--- config.mk ---
export PLATFORM = sky130hd
export DESIGN_NAME = clkdiv_monitor_flat
export DESIGN_NICKNAME = d
export VERILOG_FILES = /design/src/rtl/clkdiv_monitor_if.sv /design/src/rtl/clkdiv_monitor.sv /design/src/flat_wrapper.sv
export SDC_FILE = /design/constraint.sdc
export NUM_CORES = 1
export LEC_CHECK = 0
export CAP_MARGIN = 25
export CORE_AREA = 5 5 93 77
export DETAILED_ROUTE_END_ITERATION = 16
export DIE_AREA = 0 0 98 82
export MAX_ROUTING_LAYER = met4
export SYNTH_ARGS = -nofsm -noshare
export SYNTH_HDL_FRONTEND = slang
export SYNTH_SLANG_ARGS = --single-unit
--- constraint.sdc ---
create_clock -name clk -period 2.3 [get_ports clk]
set_input_delay 0.345 -clock clk [delete_from_list [all_inputs] [get_ports clk]]
set_output_delay 0.345 -clock clk [all_outputs]
set_load 0.1 [all_outputs]
--- src/rtl/clkdiv_monitor_if.sv ---
// clkdiv_monitor_if: control inputs and measurement outputs of clkdiv_monitor.
interface clkdiv_monitor_if #(parameter int PW = 8, parameter int CW = 16);
    logic          en;
    logic          clr;
    logic          clkdiv_in;
    logic          rise_tick;
    logic          fall_tick;
    logic [PW-1:0] period;
    logic          period_vld;
    logic          lock;
    logic          err;
    logic [CW-1:0] edge_cnt;
    modport master (output en, clr, clkdiv_in,
                    input rise_tick, fall_tick, period, period_vld, lock, err, edge_cnt);
    modport slave  (input en, clr, clkdiv_in,
                    output rise_tick, fall_tick, period, period_vld, lock, err, edge_cnt);
endinterface

--- src/rtl/clkdiv_monitor.sv ---
// clkdiv_monitor: samples a divided clock, emits edge ticks, measures its period and tracks lock/error.
// Define CLKDIV_MON_SYNC2_EN to put a 2-flop synchronizer in front of the sampler.
module clkdiv_monitor #(
    parameter int EXP_PERIOD = 8,
    parameter int PW         = 8,
    parameter int CW         = 16,
    parameter int LOCK_CNT   = 4,
    parameter int TIMEOUT    = 32
) (
    input logic             clk,
    input logic             rst_n,
    clkdiv_monitor_if.slave bus
);
    localparam int MW = $clog2(LOCK_CNT + 1);
    typedef enum logic [1:0] {IDLE, SYNC, MEAS, LOCKED} state_t;
    state_t        state_q, state_d;
    logic          s_q, prev_q;
    logic          rise_tick_q, rise_tick_d, fall_tick_q, fall_tick_d;
    logic          period_vld_q, period_vld_d, lock_q, lock_d, err_q, err_d;
    logic [PW-1:0] pcnt_q, pcnt_d, period_q, period_d;
    logic [CW-1:0] edge_cnt_q, edge_cnt_d;
    logic [MW-1:0] match_q, match_d;
    logic          samp, act, meas, rise_evt, fall_evt, hit, tmo;
`ifdef CLKDIV_MON_SYNC2_EN
    logic [1:0] sync_q;
    always_ff @(posedge clk or negedge rst_n)
        if (!rst_n) sync_q <= '0;
        else sync_q <= {sync_q[0], bus.clkdiv_in};
    assign samp = sync_q[1];
`else
    assign samp = bus.clkdiv_in;
`endif
    assign act      = bus.en && state_q != IDLE;
    assign meas     = act && state_q != SYNC;
    assign rise_evt = s_q & ~prev_q;
    assign fall_evt = ~s_q & prev_q;
    assign hit      = pcnt_q == PW'(EXP_PERIOD);
    // a rise on the timeout cycle is a (mismatching) period, not a stall
    assign tmo      = !rise_evt && pcnt_q == PW'(TIMEOUT);
    always_ff @(posedge clk or negedge rst_n)
        if (!rst_n) begin
            state_q      <= IDLE;
            s_q          <= 1'b0;
            prev_q       <= 1'b0;
            rise_tick_q  <= 1'b0;
            fall_tick_q  <= 1'b0;
            period_vld_q <= 1'b0;
            lock_q       <= 1'b0;
            err_q        <= 1'b0;
            pcnt_q       <= '0;
            period_q     <= '0;
            edge_cnt_q   <= '0;
            match_q      <= '0;
        end else begin
            state_q      <= state_d;
            s_q          <= samp;
            prev_q       <= s_q;
            rise_tick_q  <= rise_tick_d;
            fall_tick_q  <= fall_tick_d;
            period_vld_q <= period_vld_d;
            lock_q       <= lock_d;
            err_q        <= err_d;
            pcnt_q       <= pcnt_d;
            period_q     <= period_d;
            edge_cnt_q   <= edge_cnt_d;
            match_q      <= match_d;
        end
    always_comb begin
        state_d = state_q;
        if (!bus.en) state_d = IDLE;
        else
            case (state_q)
                IDLE:    state_d = SYNC;
                SYNC:    state_d = rise_evt ? MEAS : SYNC;
                MEAS:    state_d = tmo ? SYNC
                                 : (rise_evt && hit && match_q == MW'(LOCK_CNT - 1)) ? LOCKED : MEAS;
                default: state_d = tmo ? SYNC : (rise_evt && !hit) ? MEAS : LOCKED;
            endcase
    end
    always_comb begin
        rise_tick_d  = act && rise_evt;
        fall_tick_d  = act && fall_evt;
        period_vld_d = meas && rise_evt;
        period_d     = period_vld_d ? pcnt_q : period_q;
        pcnt_d       = !act ? '0 : rise_evt ? PW'(1) : tmo ? '0 : pcnt_q + PW'(pcnt_q != '1);
        match_d      = (!act || tmo || (period_vld_d && !hit)) ? '0
                     : (period_vld_d && state_q == MEAS) ? match_q + MW'(1) : match_q;
        lock_d       = state_d == LOCKED;
        err_d        = (act && tmo) || (period_vld_d && !hit) || (err_q && !bus.clr);
        edge_cnt_d   = (bus.clr ? '0 : edge_cnt_q) + CW'(act && rise_evt);
    end
    assign bus.rise_tick  = rise_tick_q;
    assign bus.fall_tick  = fall_tick_q;
    assign bus.period     = period_q;
    assign bus.period_vld = period_vld_q;
    assign bus.lock       = lock_q;
    assign bus.err        = err_q;
    assign bus.edge_cnt   = edge_cnt_q;
endmodule

--- src/flat_wrapper.sv ---
// flat-port wrapper written by rule: the top's interface ports become plain ports
module clkdiv_monitor_flat 
#(
    parameter int EXP_PERIOD = 8,
    parameter int PW         = 8,
    parameter int CW         = 16,
    parameter int LOCK_CNT   = 4,
    parameter int TIMEOUT    = 32
)
  (clk, rst_n, bus_en, bus_clr, bus_clkdiv_in, bus_rise_tick, bus_fall_tick, bus_period, bus_period_vld, bus_lock, bus_err, bus_edge_cnt);
  clkdiv_monitor_if #(.PW(PW), .CW(CW)) bus_i ();
  input logic clk;
  input logic rst_n;
  input wire logic [$bits(bus_i.en)-1:0] bus_en;
  input wire logic [$bits(bus_i.clr)-1:0] bus_clr;
  input wire logic [$bits(bus_i.clkdiv_in)-1:0] bus_clkdiv_in;
  output wire logic [$bits(bus_i.rise_tick)-1:0] bus_rise_tick;
  output wire logic [$bits(bus_i.fall_tick)-1:0] bus_fall_tick;
  output wire logic [$bits(bus_i.period)-1:0] bus_period;
  output wire logic [$bits(bus_i.period_vld)-1:0] bus_period_vld;
  output wire logic [$bits(bus_i.lock)-1:0] bus_lock;
  output wire logic [$bits(bus_i.err)-1:0] bus_err;
  output wire logic [$bits(bus_i.edge_cnt)-1:0] bus_edge_cnt;
  assign bus_i.en = bus_en;
  assign bus_i.clr = bus_clr;
  assign bus_i.clkdiv_in = bus_clkdiv_in;
  assign bus_rise_tick = bus_i.rise_tick;
  assign bus_fall_tick = bus_i.fall_tick;
  assign bus_period = bus_i.period;
  assign bus_period_vld = bus_i.period_vld;
  assign bus_lock = bus_i.lock;
  assign bus_err = bus_i.err;
  assign bus_edge_cnt = bus_i.edge_cnt;
  clkdiv_monitor #(.EXP_PERIOD(EXP_PERIOD), .PW(PW), .CW(CW), .LOCK_CNT(LOCK_CNT), .TIMEOUT(TIMEOUT)) u_core (.clk(clk), .rst_n(rst_n), .bus(bus_i));
endmodule
---- After elaboration in Yosys (flattened, before gate mapping) ----
Index checks and enable logic that the tools add are counted.
Widths: inputs -> output; s select.
storage, ports and cells
  flip-flop bits (word level) ............. 44
  input port bits ......................... 5
  output and inout port bits .............. 29
cells by class
  add/sub/neg operators ................... 3
  equality and inequality tests ........... 8
  muxes and demuxes ....................... 13
  bitwise gates (word level) .............. 4
  reductions and logical operators ........ 24
operators by type and width
  cell                 count
  $mux 8               3
  $add 16x1->16        1
  $mux 16              1
  $logic_and 1x1->1    13
  $add 8x1->8          1
  $eq 8x4->1 const B   1
  $eq 8x6->1 const B   1
  $mux 2               4
  $ne 8x8->1 const B   1
  $mux 3               2
  $pmux 2 s3           1
  $eq 2x2->1 const B   2
  $logic_not 1->1      4
  $logic_or 1x1->1     4
  $reduce_bool 2->1    2
  $add 3x1->3 const B  1
  $eq 3x2->1 const B   1
  $and 1x1->1          2
  $eq 2x1->1 const B   1
  $logic_not 2->1      1
  $mux 1               2
  $ne 2x1->1 const B   1
  $not 1->1            2

---- Longest topological paths before layout ----
  word-level depth ........................ 9
  gate-level depth with buffers ........... 8
  gate-level depth less buffers ........... 8

---- Least setup slack after synthesis ----
No wires, ideal clock.
  kind .................................... register to register
  start ................................... reg u_core.edge_cnt_q[0], in the netlist u_core.bus.edge_cnt[0]
  end ..................................... reg u_core.edge_cnt_q[13], in the netlist u_core.bus.edge_cnt[13]
  library setup time ...................... 0.125 ns
  arrival ................................. 2.278 ns
  data required time ...................... 2.175 ns
  slack ................................... -0.103 ns
  stages on the path, launching flop included .. 7
  buffers on the path ..................... 0
  period minus slack after synthesis ...... 2.403 ns
  cells stage by stage .................... dfrtp_1 > nor2b_1 > ha_1 > nand2_1 > nor4_4 > nand4_1 > mux2_2
on the way
  word-level cells in the longest chain between the ends .. 2
ends and longest elaborated chain
  what                       line                  RTL
  start, declared            clkdiv_monitor.sv:21  logic [CW-1:0] edge_cnt_q, edge_cnt_d;
  start signal, assigned     clkdiv_monitor.sv:65  edge_cnt_q <= edge_cnt_d;
  $mux 16                    clkdiv_monitor.sv:90  edge_cnt_d = (bus.clr ? '0 : edge_cnt_q) + CW'(act && rise_evt);
  $add 16x1->16              clkdiv_monitor.sv:90
  net u_core.edge_cnt_d[13]  clkdiv_monitor.sv:21
The timed path passes the listed nets, and every way through them passes these cells.
A chain may end at the register's enable or synchronous reset.

---- Worst setup path after layout ----
  start ................................... reg u_core.prev_q
  end ..................................... reg u_core.edge_cnt_q[14], in the netlist u_core.bus.edge_cnt[14]
on the way
  word-level cells in the longest chain between the ends .. 4
ends and longest elaborated chain
  what                       line                  RTL
  start, declared            clkdiv_monitor.sv:17  logic s_q, prev_q;
  start signal, assigned     clkdiv_monitor.sv:57  prev_q <= s_q;
  $not 1->1                  clkdiv_monitor.sv:35  assign rise_evt = s_q & ~prev_q;
  $and 1x1->1                clkdiv_monitor.sv:35
  $logic_and 1x1->1          n/a
  net u_core.rise_tick_d     clkdiv_monitor.sv:18  logic rise_tick_q, rise_tick_d, fall_tick_q, fall_tick_d;
  $add 16x1->16              clkdiv_monitor.sv:90
  net u_core.edge_cnt_d[14]  clkdiv_monitor.sv:21
The timed path passes the listed nets, and every way through them passes these cells.

==> metrics.csv <==
metric,value,unit
wire_length_of_the_first_global_routing_pass,7.64,mm
total_power_consumption_of_the_routed_design,1.44,mW
synthArstFlopShare,100,%
die_x,98,um
count_of_mapped_cells_out_of_synthesis,204,
final_antenna_net_count,0,
slowest_delay,0.41,ns
cts.htree.levels,2,
power.static_leakage,1.23,nW
crit_type,flip-flop to flip-flop,
grt_overflow,0,
synth_edf_count,0,
grt_util_all_layers,12.3,%
drt_first_iter_violations,83,
report.final.slew_viol_count,0,
clkSinkCount,44,
cpMaxStageDelayCell,sky130_fd_sc_hd__dfrtp_1,
drv.max_cap_violation_count,0,
min_period_over_period,90.1,%
fillerInstances,588,
synth.top_cells.by_area,"sky130_fd_sc_hd__dfrtp_1, sky130_fd_sc_hd__nand2_1, sky130_fd_sc_hd__nor2_1",
finished_layout_cells,334,
layout_setup_ws,0.228,ns
worst_ep_required_time,2.49,ns
cts_tree,done,
r2r.worst_path.cells,8,
cts-root-to-sink-buffers,2,
grt_antenna_before_repair,0,
synth_cell_types,43,
clock-skew-final,0.00706,ns
worst_slew_pin_slew,0.446,ns
synth_fp_nets,215,
synth_xor_area_share,6.75,%
yosysWarnings,0,
postLayoutCellArea,2590,um^2
die_area,8040,um^2
whs,0.479,ns
worst_skew_pair.late_latency,0.29,ns
wl_per_cell,13.1,um
post-route-min-period,2.07,ns
routed_wirelength,4.38,mm
critical_path.startpoint_type,flip-flop,
synth-simple-area-share,26.4,%
placement.cell_area,2490,um^2
yosys.area_share.adder,3.61,%
via_count,1547,
status,"complete, no violations",
timing.reg2reg.setup_slack,0.23,ns
synth_mux_area_share,0.542,%
final_util,41.6,%
crit_path_cell_trace,"nand2b_1, nor2_1, ha_1, ha_1, nand4_1, nor4_1, xnor2_1, nor2_1",
num-nets-final,260,
clockRootBuffer,sky130_fd_sc_hd__clkbuf_8,
avgViaCountPerCell,4.63,
drive_above_1_share,23.2,%
hold_class,flip-flop to flip-flop,
report.final.setup_viol,0,
io_pins,34,
crit_path_max_fanout,6,
io_buffer_count,33,
max_slew_margin_vs_limit,70.3,%
areaGrowthSynthToFinish,24.6,%
cts.reportedPaths.clkPinSlew,0.08,ns
startpoint,u_core.prev_q,
worst_reg2reg_path_endpoint,u_core.bus.edge_cnt[14],
cp-endpoint,u_core.bus.edge_cnt[14],
place_ws,-0.0906,ns
post_cts_resized,0,
synthDominantCellAreaShare,53.0,%
die_y,82,um
synth_top_family_by_area,simple AND/OR/NAND/NOR gates,
fmax,0.483,GHz
yosys_register_bits,44,
first_global_vias,1559,
rsz0062_at_grt,yes,
synth-compound-area-share,7.17,%
synth-seq-area-share,53.0,%
dominant_synthesized_flop_cell,sky130_fd_sc_hd__dfrtp_1,
placementRows,26,
gp_congestion,0.832,
cp_top_family,simple AND/OR/NAND/NOR gates,
placed_cells,325,
route.detailed.drc,0,
drt-pass1-iter-count,4,
netlist_area,2080,um^2
synth.avg_cell_area,10.2,um^2
cp_num_cells,8,
power-per-cell-area,557,nW/um^2
final_common_cell,sky130_fd_sc_hd__dfrtp_1,
maximum_number_of_pins_on_one_net_before_global_route_repair,27,
number_of_buffers_created_by_cts,5,
synthDominantAreaCellType,sky130_fd_sc_hd__dfrtp_1,
vdd_ir_drop_max,0.184,mV
hold_violations,0,
initial_utilization,33.4,%
place_hpwl,3.24,mm
core-area,6210,um^2
fin_setup_tns,0,ns
timing.rr.start,u_core.prev_q,
critical_path_buf_inv_count,0,
insertedDiodeCount,0,
cp_data_arrival_time,2.26,ns
critPathCaptureType,flip-flop,
layout_common_cells,"sky130_fd_sc_hd__dfrtp_1, sky130_fd_sc_hd__buf_4, sky130_fd_sc_hd__nand2_1",
final cells by class:
type                    count  area (um^2)  area share (%)
flip-flops and latches     44         1100            42.6
multi-input cells         148          925            35.7
repair buffers             42          335            13.0
well taps                  84          105            4.06
clock buffers               8         90.1            3.48
inverters                   8         30.0            1.16
worst min-delay path: stages (launching register included):
cell and delay [ns]:
sky130_fd_sc_hd__dfrtp_1 0.35, sky130_fd_sc_hd__nand2_1 0.05, sky130_fd_sc_hd__nand2_1 0.05
routing by layer:
metal	global-route usage [%]	up-vias	wire, um
li1	-	783	-
met5	-	-	0
met3	2.97	4	164
met1	17.1	729	2310
met2	17.2	31	1860
met4	4.56	0	52
registers in the layout, indices dropped and copies added, names as in the netlist:
register               count
u_core.prev_q              1
u_core.state_q             2
u_core.bus.fall_tick       1
u_core.bus.err             1
u_core.bus.edge_cnt       16
u_core.match_q             3
u_core.pcnt_q              8
u_core.bus.period          8
u_core.bus.lock            1
u_core.bus.period_vld      1
u_core.bus.rise_tick       1
u_core.s_q                 1
what timing repair did:
item | CTS | global route
setup buffers | 0 | 0
endpoints found under the setup margin | 0 | 3
hold endpoints to repair | 18 | 0
hold buffers | 1 | 0
kinds of logic after synthesis:
group | after synthesis
AO/OA/AOI/OAI | 22
multiplexers | 1
XOR/XNOR | 16
AND/OR/NAND/NOR | 103
adder cells (fa/ha/maj) | 6
flip-flops | 44
buffers and inverters | 12
power by group:
| part | internal [mW] | switching [mW] |
|---|---|---|
| Clock | 0.245 | 0.251 |
| Sequential | 0.786 | 0.0124 |
| Combinational | 0.0435 | 0.102 |
| Total | 1.07 | 0.365 |
worst min path at each step:
stage	from	to	slack, ns	depth (start not counted)
6_report	u_core.bus.period[0]	u_core.bus.period[0]	0.48	2
5_1_grt	bus_clkdiv_in	u_core.s_q	0.48	1
4_1_cts	bus_clkdiv_in	u_core.s_q	0.48	1
3_5_place_dp	rst_n	u_core.pcnt_q[3]	0.31	1
3_3_place_gp	rst_n	u_core.pcnt_q[3]	0.32	1
2_1_floorplan	rst_n	u_core.bus.edge_cnt[0]	0.05	0
synth_stat cells, types with 2 or more instances:
master and count:
sky130_fd_sc_hd__nand2_1 33, sky130_fd_sc_hd__xnor2_1 9, sky130_fd_sc_hd__xor2_1 7, sky130_fd_sc_hd__a21oi_1 7, sky130_fd_sc_hd__nor4_1 3, sky130_fd_sc_hd__inv_1 7
sky130_fd_sc_hd__dfrtp_1 44, sky130_fd_sc_hd__or3_1 2, sky130_fd_sc_hd__ha_1 6, sky130_fd_sc_hd__a21boi_0 2, sky130_fd_sc_hd__o21ai_0 3, sky130_fd_sc_hd__clkbuf_1 3
sky130_fd_sc_hd__nand2b_1 2, sky130_fd_sc_hd__nand4_1 5, sky130_fd_sc_hd__nand3_1 8, sky130_fd_sc_hd__nor3_1 3, sky130_fd_sc_hd__nor2_1 28, sky130_fd_sc_hd__a31oi_1 2
sky130_fd_sc_hd__a31o_2 2, sky130_fd_sc_hd__nor2b_1 5
Note: power is estimated with default switching activity, not from simulation.
